<file path="config.mk">
export PLATFORM = sky130hd
export DESIGN_NAME = rom_ifetch_flat
export DESIGN_NICKNAME = d
export VERILOG_FILES = /design/src/rtl/rom_ifetch_if.sv /design/src/rtl/rom_ifetch.sv /design/src/flat_wrapper.sv
export SDC_FILE = /design/constraint.sdc
export NUM_CORES = 1
export LEC_CHECK = 0
export BUFFER_PORTS_ARGS = -buffer_cell sky130_fd_sc_hd__buf_2
export CAP_MARGIN = 20
export CORE_MARGIN = 5
export CORE_UTILIZATION = 38
export CTS_BUF_LIST = sky130_fd_sc_hd__clkbuf_8
export CTS_CLUSTER_DIAMETER = 120
export DETAILED_ROUTE_END_ITERATION = 10
export PLACE_DENSITY = 0.66
export SYNTH_ARGS = -nofsm -noshare
export SYNTH_HDL_FRONTEND = slang
export SYNTH_SLANG_ARGS = --single-unit
</file>
<file path="constraint.sdc">
create_clock -name clk -period 12.6 [get_ports clk]
set_clock_uncertainty 0.1 [all_clocks]
set_input_delay 3.15 -clock clk [delete_from_list [all_inputs] [get_ports clk]]
set_output_delay 3.15 -clock clk [all_outputs]
set_load 0.005 [all_outputs]
</file>
<file path="src/rtl/rom_ifetch_if.sv">
`default_nettype none
// ============================================================================
// Module      : rom_ifetch_if
// Description : ROM request/response and decode-side handshake bundle for
//               the instruction fetch unit.
// Revision    : 1.0 - initial release
// ============================================================================
interface rom_ifetch_if;
    logic [31:0] rom_addr_o;
    logic        rom_ce_o;
    logic        rom_we_o;
    logic [31:0] rom_data_i;
    logic        rom_ready_i;
    logic [31:0] inst_o;
    logic [31:0] inst_pc_o;
    logic        inst_valid_o;
    logic        inst_ready_i;
    logic        redirect_i;
    logic [31:0] redirect_pc_i;
    logic        rom_err_o;

    // Fetch unit side
    modport master (
        output rom_addr_o, rom_ce_o, rom_we_o,
        output inst_o, inst_pc_o, inst_valid_o, rom_err_o,
        input  rom_data_i, rom_ready_i, inst_ready_i,
        input  redirect_i, redirect_pc_i
    );

    // ROM / decode / control side
    modport slave (
        input  rom_addr_o, rom_ce_o, rom_we_o,
        input  inst_o, inst_pc_o, inst_valid_o, rom_err_o,
        output rom_data_i, rom_ready_i, inst_ready_i,
        output redirect_i, redirect_pc_i
    );
endinterface
`default_nettype wire

</file>
<file path="src/rtl/rom_ifetch.sv">
`default_nettype none
// ============================================================================
// Module      : rom_ifetch
// Description : Instruction fetch requester. Issues sequential ROM reads,
//               buffers PC-tagged words in a prefetch FIFO and hands them to
//               decode via valid/ready. Redirect restarts fetch and drops
//               stale words.
// Revision    : 1.0 - initial release
// ============================================================================
module rom_ifetch #(
    parameter int unsigned FIFO_DEPTH = 4,
    parameter logic [31:0] RESET_PC   = 32'h0000_0000
) (
    input  wire logic    clk,
    input  wire logic    rst,
    rom_ifetch_if.master bus
);
    localparam int unsigned c_PTR_W = $clog2(FIFO_DEPTH);
    localparam int unsigned c_CNT_W = c_PTR_W + 1;
    localparam logic [c_CNT_W:0] c_DEPTH = (c_CNT_W + 1)'(FIFO_DEPTH);

    logic [31:0]        r_rom_addr;
    logic               r_rom_ce;
    logic [31:0]        r_fetch_pc;
    logic               r_resp_pend;
    logic [31:0]        r_resp_pc;
    logic               r_resp_kill;
    logic               r_err;
    logic [31:0]        r_fifo_inst [FIFO_DEPTH];
    logic [31:0]        r_fifo_pc   [FIFO_DEPTH];
    logic [c_PTR_W-1:0] r_wr_ptr;
    logic [c_PTR_W-1:0] r_rd_ptr;
    logic [c_CNT_W-1:0] r_count;

    logic [c_CNT_W:0]   w_occ;
    logic               w_issue;
    logic               w_valid;
    logic               w_push;
    logic               w_pop;
    logic [31:0]        w_redir_pc;

    // Credits count every word that may still land in the FIFO: stored
    // entries, the request on the port and the response in flight.
    assign w_occ      = (c_CNT_W + 1)'(r_count)
                      + (c_CNT_W + 1)'(r_rom_ce)
                      + (c_CNT_W + 1)'(r_resp_pend);
    assign w_issue    = (w_occ < c_DEPTH);
    assign w_valid    = (r_count != '0);
    assign w_push     = r_resp_pend & bus.rom_ready_i & ~r_resp_kill & ~bus.redirect_i;
    assign w_pop      = w_valid & bus.inst_ready_i;
    assign w_redir_pc = {bus.redirect_pc_i[31:2], 2'b00};

    // Control state: request issue, response tracking, FIFO pointers, error.
    always_ff @(posedge clk) begin
        if (rst) begin
            r_rom_ce    <= 1'b0;
            r_rom_addr  <= 32'h0;
            r_fetch_pc  <= RESET_PC;
            r_resp_pend <= 1'b0;
            r_resp_pc   <= 32'h0;
            r_resp_kill <= 1'b0;
            r_err       <= 1'b0;
            r_wr_ptr    <= '0;
            r_rd_ptr    <= '0;
            r_count     <= '0;
        end else begin
            r_resp_pend <= r_rom_ce;
            r_resp_pc   <= r_rom_addr;
            if (r_resp_pend && !bus.rom_ready_i) begin
                r_err <= 1'b1;
            end
            if (bus.redirect_i) begin
                r_rom_ce    <= 1'b1;
                r_rom_addr  <= w_redir_pc;
                r_fetch_pc  <= w_redir_pc + 32'd4;
                // The request on the port now belongs to the old stream.
                r_resp_kill <= r_rom_ce;
                r_wr_ptr    <= '0;
                r_rd_ptr    <= '0;
                r_count     <= '0;
            end else begin
                r_resp_kill <= 1'b0;
                if (w_issue) begin
                    r_rom_ce   <= 1'b1;
                    r_rom_addr <= r_fetch_pc;
                    r_fetch_pc <= r_fetch_pc + 32'd4;
                end else begin
                    r_rom_ce   <= 1'b0;
                end
                if (w_push) begin
                    r_wr_ptr <= r_wr_ptr + 1'b1;
                end
                if (w_pop) begin
                    r_rd_ptr <= r_rd_ptr + 1'b1;
                end
                if (w_push && !w_pop) begin
                    r_count <= r_count + 1'b1;
                end else if (w_pop && !w_push) begin
                    r_count <= r_count - 1'b1;
                end
            end
        end
    end

    // FIFO storage; contents need no reset because the count gates the outputs.
    always_ff @(posedge clk) begin
        if (w_push) begin
            r_fifo_inst[r_wr_ptr] <= bus.rom_data_i;
            r_fifo_pc[r_wr_ptr]   <= r_resp_pc;
        end
    end

    assign bus.rom_addr_o   = r_rom_addr;
    assign bus.rom_ce_o     = r_rom_ce;
    assign bus.rom_we_o     = 1'b0;
    assign bus.inst_valid_o = w_valid;
    assign bus.inst_o       = w_valid ? r_fifo_inst[r_rd_ptr] : 32'h0;
    assign bus.inst_pc_o    = w_valid ? r_fifo_pc[r_rd_ptr]   : 32'h0;
    assign bus.rom_err_o    = r_err;
endmodule
`default_nettype wire

</file>
<file path="src/flat_wrapper.sv">
// flat-port wrapper written by rule: the top's interface ports become plain ports
module rom_ifetch_flat 
#(
    parameter int unsigned FIFO_DEPTH = 4,
    parameter logic [31:0] RESET_PC   = 32'h0000_0000
)
  (clk, rst, bus_rom_addr_o, bus_rom_ce_o, bus_rom_we_o, bus_inst_o, bus_inst_pc_o, bus_inst_valid_o, bus_rom_err_o, bus_rom_data_i, bus_rom_ready_i, bus_inst_ready_i, bus_redirect_i, bus_redirect_pc_i);
  rom_ifetch_if bus_i ();
  input  wire logic clk;
  input  wire logic rst;
  output wire logic [$bits(bus_i.rom_addr_o)-1:0] bus_rom_addr_o;
  output wire logic [$bits(bus_i.rom_ce_o)-1:0] bus_rom_ce_o;
  output wire logic [$bits(bus_i.rom_we_o)-1:0] bus_rom_we_o;
  output wire logic [$bits(bus_i.inst_o)-1:0] bus_inst_o;
  output wire logic [$bits(bus_i.inst_pc_o)-1:0] bus_inst_pc_o;
  output wire logic [$bits(bus_i.inst_valid_o)-1:0] bus_inst_valid_o;
  output wire logic [$bits(bus_i.rom_err_o)-1:0] bus_rom_err_o;
  input wire logic [$bits(bus_i.rom_data_i)-1:0] bus_rom_data_i;
  input wire logic [$bits(bus_i.rom_ready_i)-1:0] bus_rom_ready_i;
  input wire logic [$bits(bus_i.inst_ready_i)-1:0] bus_inst_ready_i;
  input wire logic [$bits(bus_i.redirect_i)-1:0] bus_redirect_i;
  input wire logic [$bits(bus_i.redirect_pc_i)-1:0] bus_redirect_pc_i;
  assign bus_rom_addr_o = bus_i.rom_addr_o;
  assign bus_rom_ce_o = bus_i.rom_ce_o;
  assign bus_rom_we_o = bus_i.rom_we_o;
  assign bus_inst_o = bus_i.inst_o;
  assign bus_inst_pc_o = bus_i.inst_pc_o;
  assign bus_inst_valid_o = bus_i.inst_valid_o;
  assign bus_rom_err_o = bus_i.rom_err_o;
  assign bus_i.rom_data_i = bus_rom_data_i;
  assign bus_i.rom_ready_i = bus_rom_ready_i;
  assign bus_i.inst_ready_i = bus_inst_ready_i;
  assign bus_i.redirect_i = bus_redirect_i;
  assign bus_i.redirect_pc_i = bus_redirect_pc_i;
  rom_ifetch #(.FIFO_DEPTH(FIFO_DEPTH), .RESET_PC(RESET_PC)) u_core (.clk(clk), .rst(rst), .bus(bus_i));
endmodule
</file>
==> impl_metrics.toml, run 1 <==
[die]
coreArea_um2 = 37500
die_h_um = 204
ioPinCount = 169
initial_core_util_pct = 38.3
dieArea_um2 = 41800
die_w_um = 204
fp-row-count = 71

[final_layout]
final-seq-area_um2 = 9520
drive_gt1_share_pct = 27.0
multi_input_area_um2 = 4560
area_delta_synth_final_pct = 16.3
fin_nets = 1251
post-route-util_pct = 44.6
fillers = 3441

[worst_setup_path]
timing.rr.end = "u_core.r_count[2]$_SDFFE_PP0P_"
cp-start-kind = "input port"
cp_common_cell = "buf_4"
path_buf_inv = 3
critPathMaxFanout = 63
slowest_stage = "clkinv_1"
endpoint_kind = "flop"
crit_arrival_ns = 6.53
path_depth = 8
cp_cell_sequence = "buf_4 > buf_4 > clkinv_1 > a21boi_0 > nand3b_1 > nor2_1 > or4_1 > o211ai_1"
crit_required_ns = 13.03
max_stage_delay_ns = 0.80
r2r-start = "u_core.r_count[2]$_SDFFE_PP0P_"
r2r_cells = 9
reg2reg_slack_ns = 9.77
crit_family = "buffers and inverters"
worstSetupPathType = "input port to flop"

[cts]
postCtsSetupBuffers = 0
numCtsBuffers = 57
cts_tree = "yes"
cts_root_buf = "clkbuf_8"
cts_max_level = 2
post_cts_resized = 0
worstSkewPairLatency_ns = 0.61
clock_path_buffers = 3
hold_buffers = 0
cts_sinks = 351
clk_pin_slew_worst_paths_ns = 0.06

[routing]
ant_nets = 0
routed_wl_um = 31600
drtPass1Iterations = 5
drc = 0
dr.first_iter.drc_count = 571
wl_per_cell_um = 18.3
routed_via_density = 4.97
vias = 8609

[sta]
grt_setup_unrepaired = "false"
slew_headroom_pct = 32.2
timing.final.crit_share_pct = 48.4
fin_tns_setup_ns = 0
setup_violations = 0
slew_violations = 0
hold_violations = 0
period_minus_slack_ns = 6.10
worstMarginPinSlew_ns = 1.02
hold_ws_ns = 0.374
clock.fmax_mhz = 164

[place]
place_hpwl_um = 19000
gp_congestion = 0.839
portBuffers = 161

[power_and_ir_drop]
pwr-share-seq_pct = 54.8
max-vdd-ir-drop_uv = 58.8
p_sw_uw = 536
p_int_uw = 1790
p_leak_uw = 0.00601
clkPwrFrac_pct = 39.8
switching_share_pct = 23.0
combPwrFrac_pct = 5.4
power_density_nw_per_um2 = 139

[global_route]
grt_usage_pct = 15.2
grt_max_degree = 78
grt-busiest-layer = "met2"
grt_pass1_vias = 8793
met3_usage_pct = 4.13
use_met1_pct = 20.8
gr-usage-met2_pct = 24.3
grt_overflow = 0
grt_antenna_before_repair = 2
grt_pass1_wl_um = 49800

[yosys]
synthArstFlopShare_pct = 0
synthFlopType = "edfxtp_1"
synth_top_cell_by_area = "edfxtp_1"
synthTopCellsByArea = "edfxtp_1 52%, dfxtp_1 14%, mux4_2 9.7%, and2_1 3.0%, nand2_1 2.3%"
avgSynthCellArea_um2 = 14.3
synth.most_common_cell = "edfxtp_1"
synth_edf_count = 248
synth_seq_cells = 351
yosysUniqueCellTypes = 57
netlist_area_um2 = 14400
synth_cells = 1005
synth.top_cell.area_share_pct = 51.8
ys_warn_count = 0
synth_seq_area_share_pct = 66.2
yosys-top-cells-count = "248 x edfxtp_1, 103 x dfxtp_1, 87 x nand2_1"

[run]
drv_cap = 0

[worst_hold_path]
hold_path.startpoint = "u_core.r_resp_pc[8]$_SDFF_PP0_"
hold_end = "u_core.r_fifo_pc[2][8]$_DFFE_PP_"
hold_path_class = "flop to flop"
min_path_cells = 0

[run_status]
status = "complete, no violations"
-- worst register-to-register path: cells and delay by family (launching register included) --
| kind | cells | cell delay, ns |
|---|---|---|
| flip-flops | 1 | 0.35 |
| AO/OA/AOI/OAI | 1 | 0.15 |
| XOR/XNOR | 1 | 0.16 |
| buffers and inverters | 2 | 0.42 |
| adder cells (fa/ha/maj) | 2 | 0.58 |
| AND/OR/NAND/NOR | 3 | 1.00 |
-- power by group through the flow --
| stage | registers, uW | logic [uW] | clock network (uW) |
|---|---|---|---|
| finish | 1270 | 125 | 926 |
| CTS | 1270 | 127 | 960 |
| global route | 1280 | 140 | 1010 |
| floorplan | 1290 | 76.0 | 0 |
| detailed placement | 1300 | 126 | 0 |
| global placement | 1300 | 123 | 0 |
-- worst max-delay path by stage --
stage	startpoint	end	slack, ns
2_1_floorplan	bus_redirect_i	u_core.r_fifo_inst[0][0]$_DFFE_PP_	6.22
3_3_place_gp	bus_redirect_i	u_core.r_fetch_pc[27]$_SDFFE_PP0P_	6.02
3_5_place_dp	bus_redirect_i	u_core.r_fetch_pc[27]$_SDFFE_PP0P_	5.96
4_1_cts	flop	bus_inst_pc_o[29]	6.19
5_1_grt	flop	bus_inst_o[20]	6.23
6_report	bus_redirect_i	u_core.r_fetch_pc[27]$_SDFFE_PP0P_	6.50
-- per-stage QoR --
step | std cells | area, um^2 | power (uW) | setup WS [ns]
final | 1732 | 16700 | 2330 | 6.50
after global routing | 1731 | 16700 | 2430 | 6.23
after CTS | 1730 | 16700 | 2360 | 6.19
after detailed placement | 1625 | 15600 | 1430 | 5.96
after global placement | 1625 | 15600 | 1420 | 6.02
after floorplan | 1009 | 14400 | 1370 | 6.22
-- area by class of cell --
type,count,area share (%)
flip-flops and latches,351,56.9
multi-input cells,585,27.3
repair buffers,169,5.27
clock buffers,60,4.94
well taps,511,3.82
clock inverters,45,1.49
inverters,10,0.225
diodes,1,0.0150
-- cell families after synthesis --
group | synth area share, %
AO/OA/AOI/OAI | 5.41
XOR/XNOR | 2.93
adder cells (fa/ha/maj) | 0.749
buffers and inverters | 2.26
flip-flops | 66.2
multiplexers | 10.4
other | 0.0261
AND/OR/NAND/NOR | 12.1
-- cell usage in the layout (no fill, tap or decap), types with 3 or more instances in the layout --
master | netlist | layout
nor4_1 | 3 | 3
buf_2 | 11 | 160
and2_4 | 0 | 4
o31ai_1 | 8 | 8
nor2_1 | 61 | 61
xnor2_1 | 34 | 34
nor2b_1 | 30 | 30
ha_1 | 7 | 7
nand3b_1 | 9 | 9
a21oi_1 | 65 | 64
o21ai_0 | 9 | 9
inv_1 | 9 | 28
clkbuf_8 | 0 | 60
conb_1 | 1 | 5
o22ai_1 | 7 | 7
a211oi_1 | 13 | 13
nor3_1 | 16 | 16
clkinvlp_4 | 0 | 4
edfxtp_1 | 248 | 248
mux4_2 | 62 | 62
o21a_1 | 6 | 6
clkinv_2 | 0 | 10
buf_4 | 6 | 8
clkinv_1 | 1 | 11
nand4b_1 | 4 | 4
xor2_1 | 14 | 14
nor3_2 | 3 | 3
nand2_1 | 87 | 87
nand3_1 | 19 | 19
mux2_2 | 4 | 4
nand4_1 | 13 | 13
and2_1 | 68 | 64
mux2i_1 | 5 | 5
dfxtp_1 | 103 | 101
-- state kept, by name, indices dropped and copies added (netlist names), named ones only --
name and cells:
u_core.bus.rom_ce_o 1, u_core.r_wr_ptr 2, u_core.r_resp_pend 1, u_core.r_resp_kill 1, u_core.bus.rom_err_o 1, u_core.r_rd_ptr 2
u_core.r_fetch_pc 30, u_core.r_resp_pc 30, u_core.r_fifo_inst 128, u_core.r_fifo_pc 120, u_core.bus.rom_addr_o 30, u_core.r_count 3
-- layer usage --
layer / vias to the layer above / share of wire [%]
met5: - / 0.041
met4: 2 / 1.7
met3: 45 / 6.9
met2: 271 / 47
met1: 4210 / 44
li1: 4081 / -
Power figures use the tool's default switching activity.
==> run 2, diff against run 1 <==
- clock period: 12.6 -> 5.7 ns (I/O delays scaled with it)
==> run 2 against run 1 <==
Effect of this change:
- via count down 0.52%
- utilization up 0.27 points
- sequential share of layout area down 0.34 points
- final cell count up 0.29%
- sequential cell count unchanged
- critical path depth down 4
- sequential power up 120%
- clock power up 140%
- final area up 0.60%
- routed wire length down 0.72%
==> impl_metrics.toml, run 2 (same netlist as run 1, synthesis figures left out) <==
[run_status]
status = "complete, no violations"

[cts]
numCtsBuffers = 58
cts_root_buf = "clkbuf_8"
cts_sinks = 351
clock_path_buffers = 3
cts_tree = "yes"
hold_buffers = 0
worstSkewPairLatency_ns = 0.62
cts_max_level = 2
postCtsSetupBuffers = 0
clk_pin_slew_worst_paths_ns = 0.06
post_cts_resized = 0

[die]
die_h_um = 204
initial_core_util_pct = 38.3
ioPinCount = 169
fp-row-count = 71
die_w_um = 204
dieArea_um2 = 41800
coreArea_um2 = 37500

[sta]
setup_violations = 0
timing.final.crit_share_pct = 73.8
grt_setup_unrepaired = "false"
slew_violations = 0
hold_violations = 0
fin_tns_setup_ns = 0
period_minus_slack_ns = 4.20
worstMarginPinSlew_ns = 0.996
clock.fmax_mhz = 238
slew_headroom_pct = 33.6

[worst_hold_path]
hold_path_class = "flop to flop"
hold_path.startpoint = "u_core.bus.rom_err_o$_SDFFE_PP0P_"

[place]
place_hpwl_um = 19100
gp_congestion = 0.865
portBuffers = 161

[global_route]
grt_antenna_before_repair = 2
grt_max_degree = 89
grt_pass1_wl_um = 49700
grt_usage_pct = 15.0
grt_pass1_vias = 8872
grt_overflow = 0

[routing]
routed_via_density = 4.93
routed_wl_um = 31400
dr.first_iter.drc_count = 495
vias = 8564
wl_per_cell_um = 18.1
drtPass1Iterations = 5
ant_nets = 0
drc = 0

[final_layout]
fin_nets = 1253
top_register = "u_core.r_fifo_inst"
largestRegisters = "u_core.r_fifo_inst x128, u_core.r_fifo_pc x120"
final-seq-area_um2 = 9520
layout_commonest_cell = "edfxtp_1"
area_delta_synth_final_pct = 17.0
fillers = 3448
multi_input_area_um2 = 4560
drive_gt1_share_pct = 27.3
largest_register_ffs = 128
most-common-layout-cells = "248 x edfxtp_1, 160 x buf_2, 101 x dfxtp_1, 87 x nand2_1"

[power_and_ir_drop]
p_sw_uw = 1210
power_density_nw_per_um2 = 315
p_int_uw = 4090
max-vdd-ir-drop_uv = 146
finalPower_uw = 5300
pwr-share-seq_pct = 53.2
p_leak_uw = 0.00607
combPwrFrac_pct = 5.2
clkPwrFrac_pct = 41.6
switching_share_pct = 22.8

[worst_setup_path]
crit_required_ns = 4.18
endpoint_kind = "primary output"
critPathMaxFanout = 36
cp-start-kind = "flop"
crit_arrival_ns = 2.68
r2r-start = "u_core.r_count[2]$_SDFFE_PP0P_"
worstSetupPathType = "flop to primary output"

[run]
drv_cap = 0
[run 2: changes by cell type in the layout (fill, tap and decap cells not counted)]
cell        delta
clkinvlp_4     -4
clkbuf_8       -1
inv_8          +2
buf_4          +1
clkinv_2       +3
inv_6          +1
inv_1          -2
bufinv_16      +3
clkinv_1       +2
[run 2: per-stage QoR]
| stage | setup WS (ns) | util [%] | instance area [um^2] | hold slack (ns) | cells |
|---|---|---|---|---|---|
| 2_1_floorplan | 1.05 | - | 14400 | 0.338 | 1009 |
| 3_3_place_gp | 1.16 | 41.7 | 15600 | 0.350 | 1627 |
| 3_5_place_dp | 1.17 | 41.7 | 15600 | 0.360 | 1627 |
| 4_1_cts | 1.32 | 44.9 | 16800 | 0.374 | 1736 |
| 5_1_grt | 1.23 | 44.9 | 16800 | 0.387 | 1736 |
| 6_report | 1.50 | 44.9 | 16800 | 0.370 | 1737 |
[run 2: worst paths after layout]
| kind | endpoint | cells past startpoint | slack (ns) |
|---|---|---|---|
| worst min-delay path | u_core.bus.rom_err_o$_SDFFE_PP0P_ | 2 | 0.37 |
| worst max-delay path | bus_inst_o[18] | 4 | 1.50 |
| worst max register to register | u_core.r_count[2]$_SDFFE_PP0P_ | 9 | 2.91 |
| worst min register to register | u_core.bus.rom_err_o$_SDFFE_PP0P_ | 2 | 0.37 |
[run 2: area by class of cell]
type / instances / area share, %
Timing Repair Buffer: 170 / 5.28
Sequential cell: 351 / 56.6
Multi-Input combinational cell: 585 / 27.1
Clock buffer: 59 / 4.83
Inverter: 10 / 0.223
Antenna cell: 1 / 0.0149
Clock inverter: 50 / 2.11
Tap cell: 511 / 3.80
[run 2: power by group through the flow]
| stage | combinational (uW) | sequential [uW] | clock (uW) |
|---|---|---|---|
| floorplan | 168 | 2860 | 0 |
| global placement | 272 | 2870 | 0 |
| detailed placement | 278 | 2870 | 0 |
| CTS | 279 | 2820 | 2290 |
| global route | 307 | 2830 | 2410 |
| finish | 274 | 2820 | 2210 |
[run 2: worst max-delay path: stages, from the launching register on]
cell and delay [ns]:
dfxtp_4 0.86, buf_12 0.33, mux4_2 0.54, and2_1 0.19
buf_2 0.13
[run 2: layer usage]
| metal | vias up | global-route usage (%) | routed length [um] |
|---|---|---|---|
| li1 | 4096 | - | - |
| met1 | 4191 | 20.6 | 14300 |
| met2 | 221 | 23.7 | 14500 |
| met3 | 54 | 3.43 | 1890 |
| met4 | 2 | 5.07 | 683 |
| met5 | - | 0 | 13 |
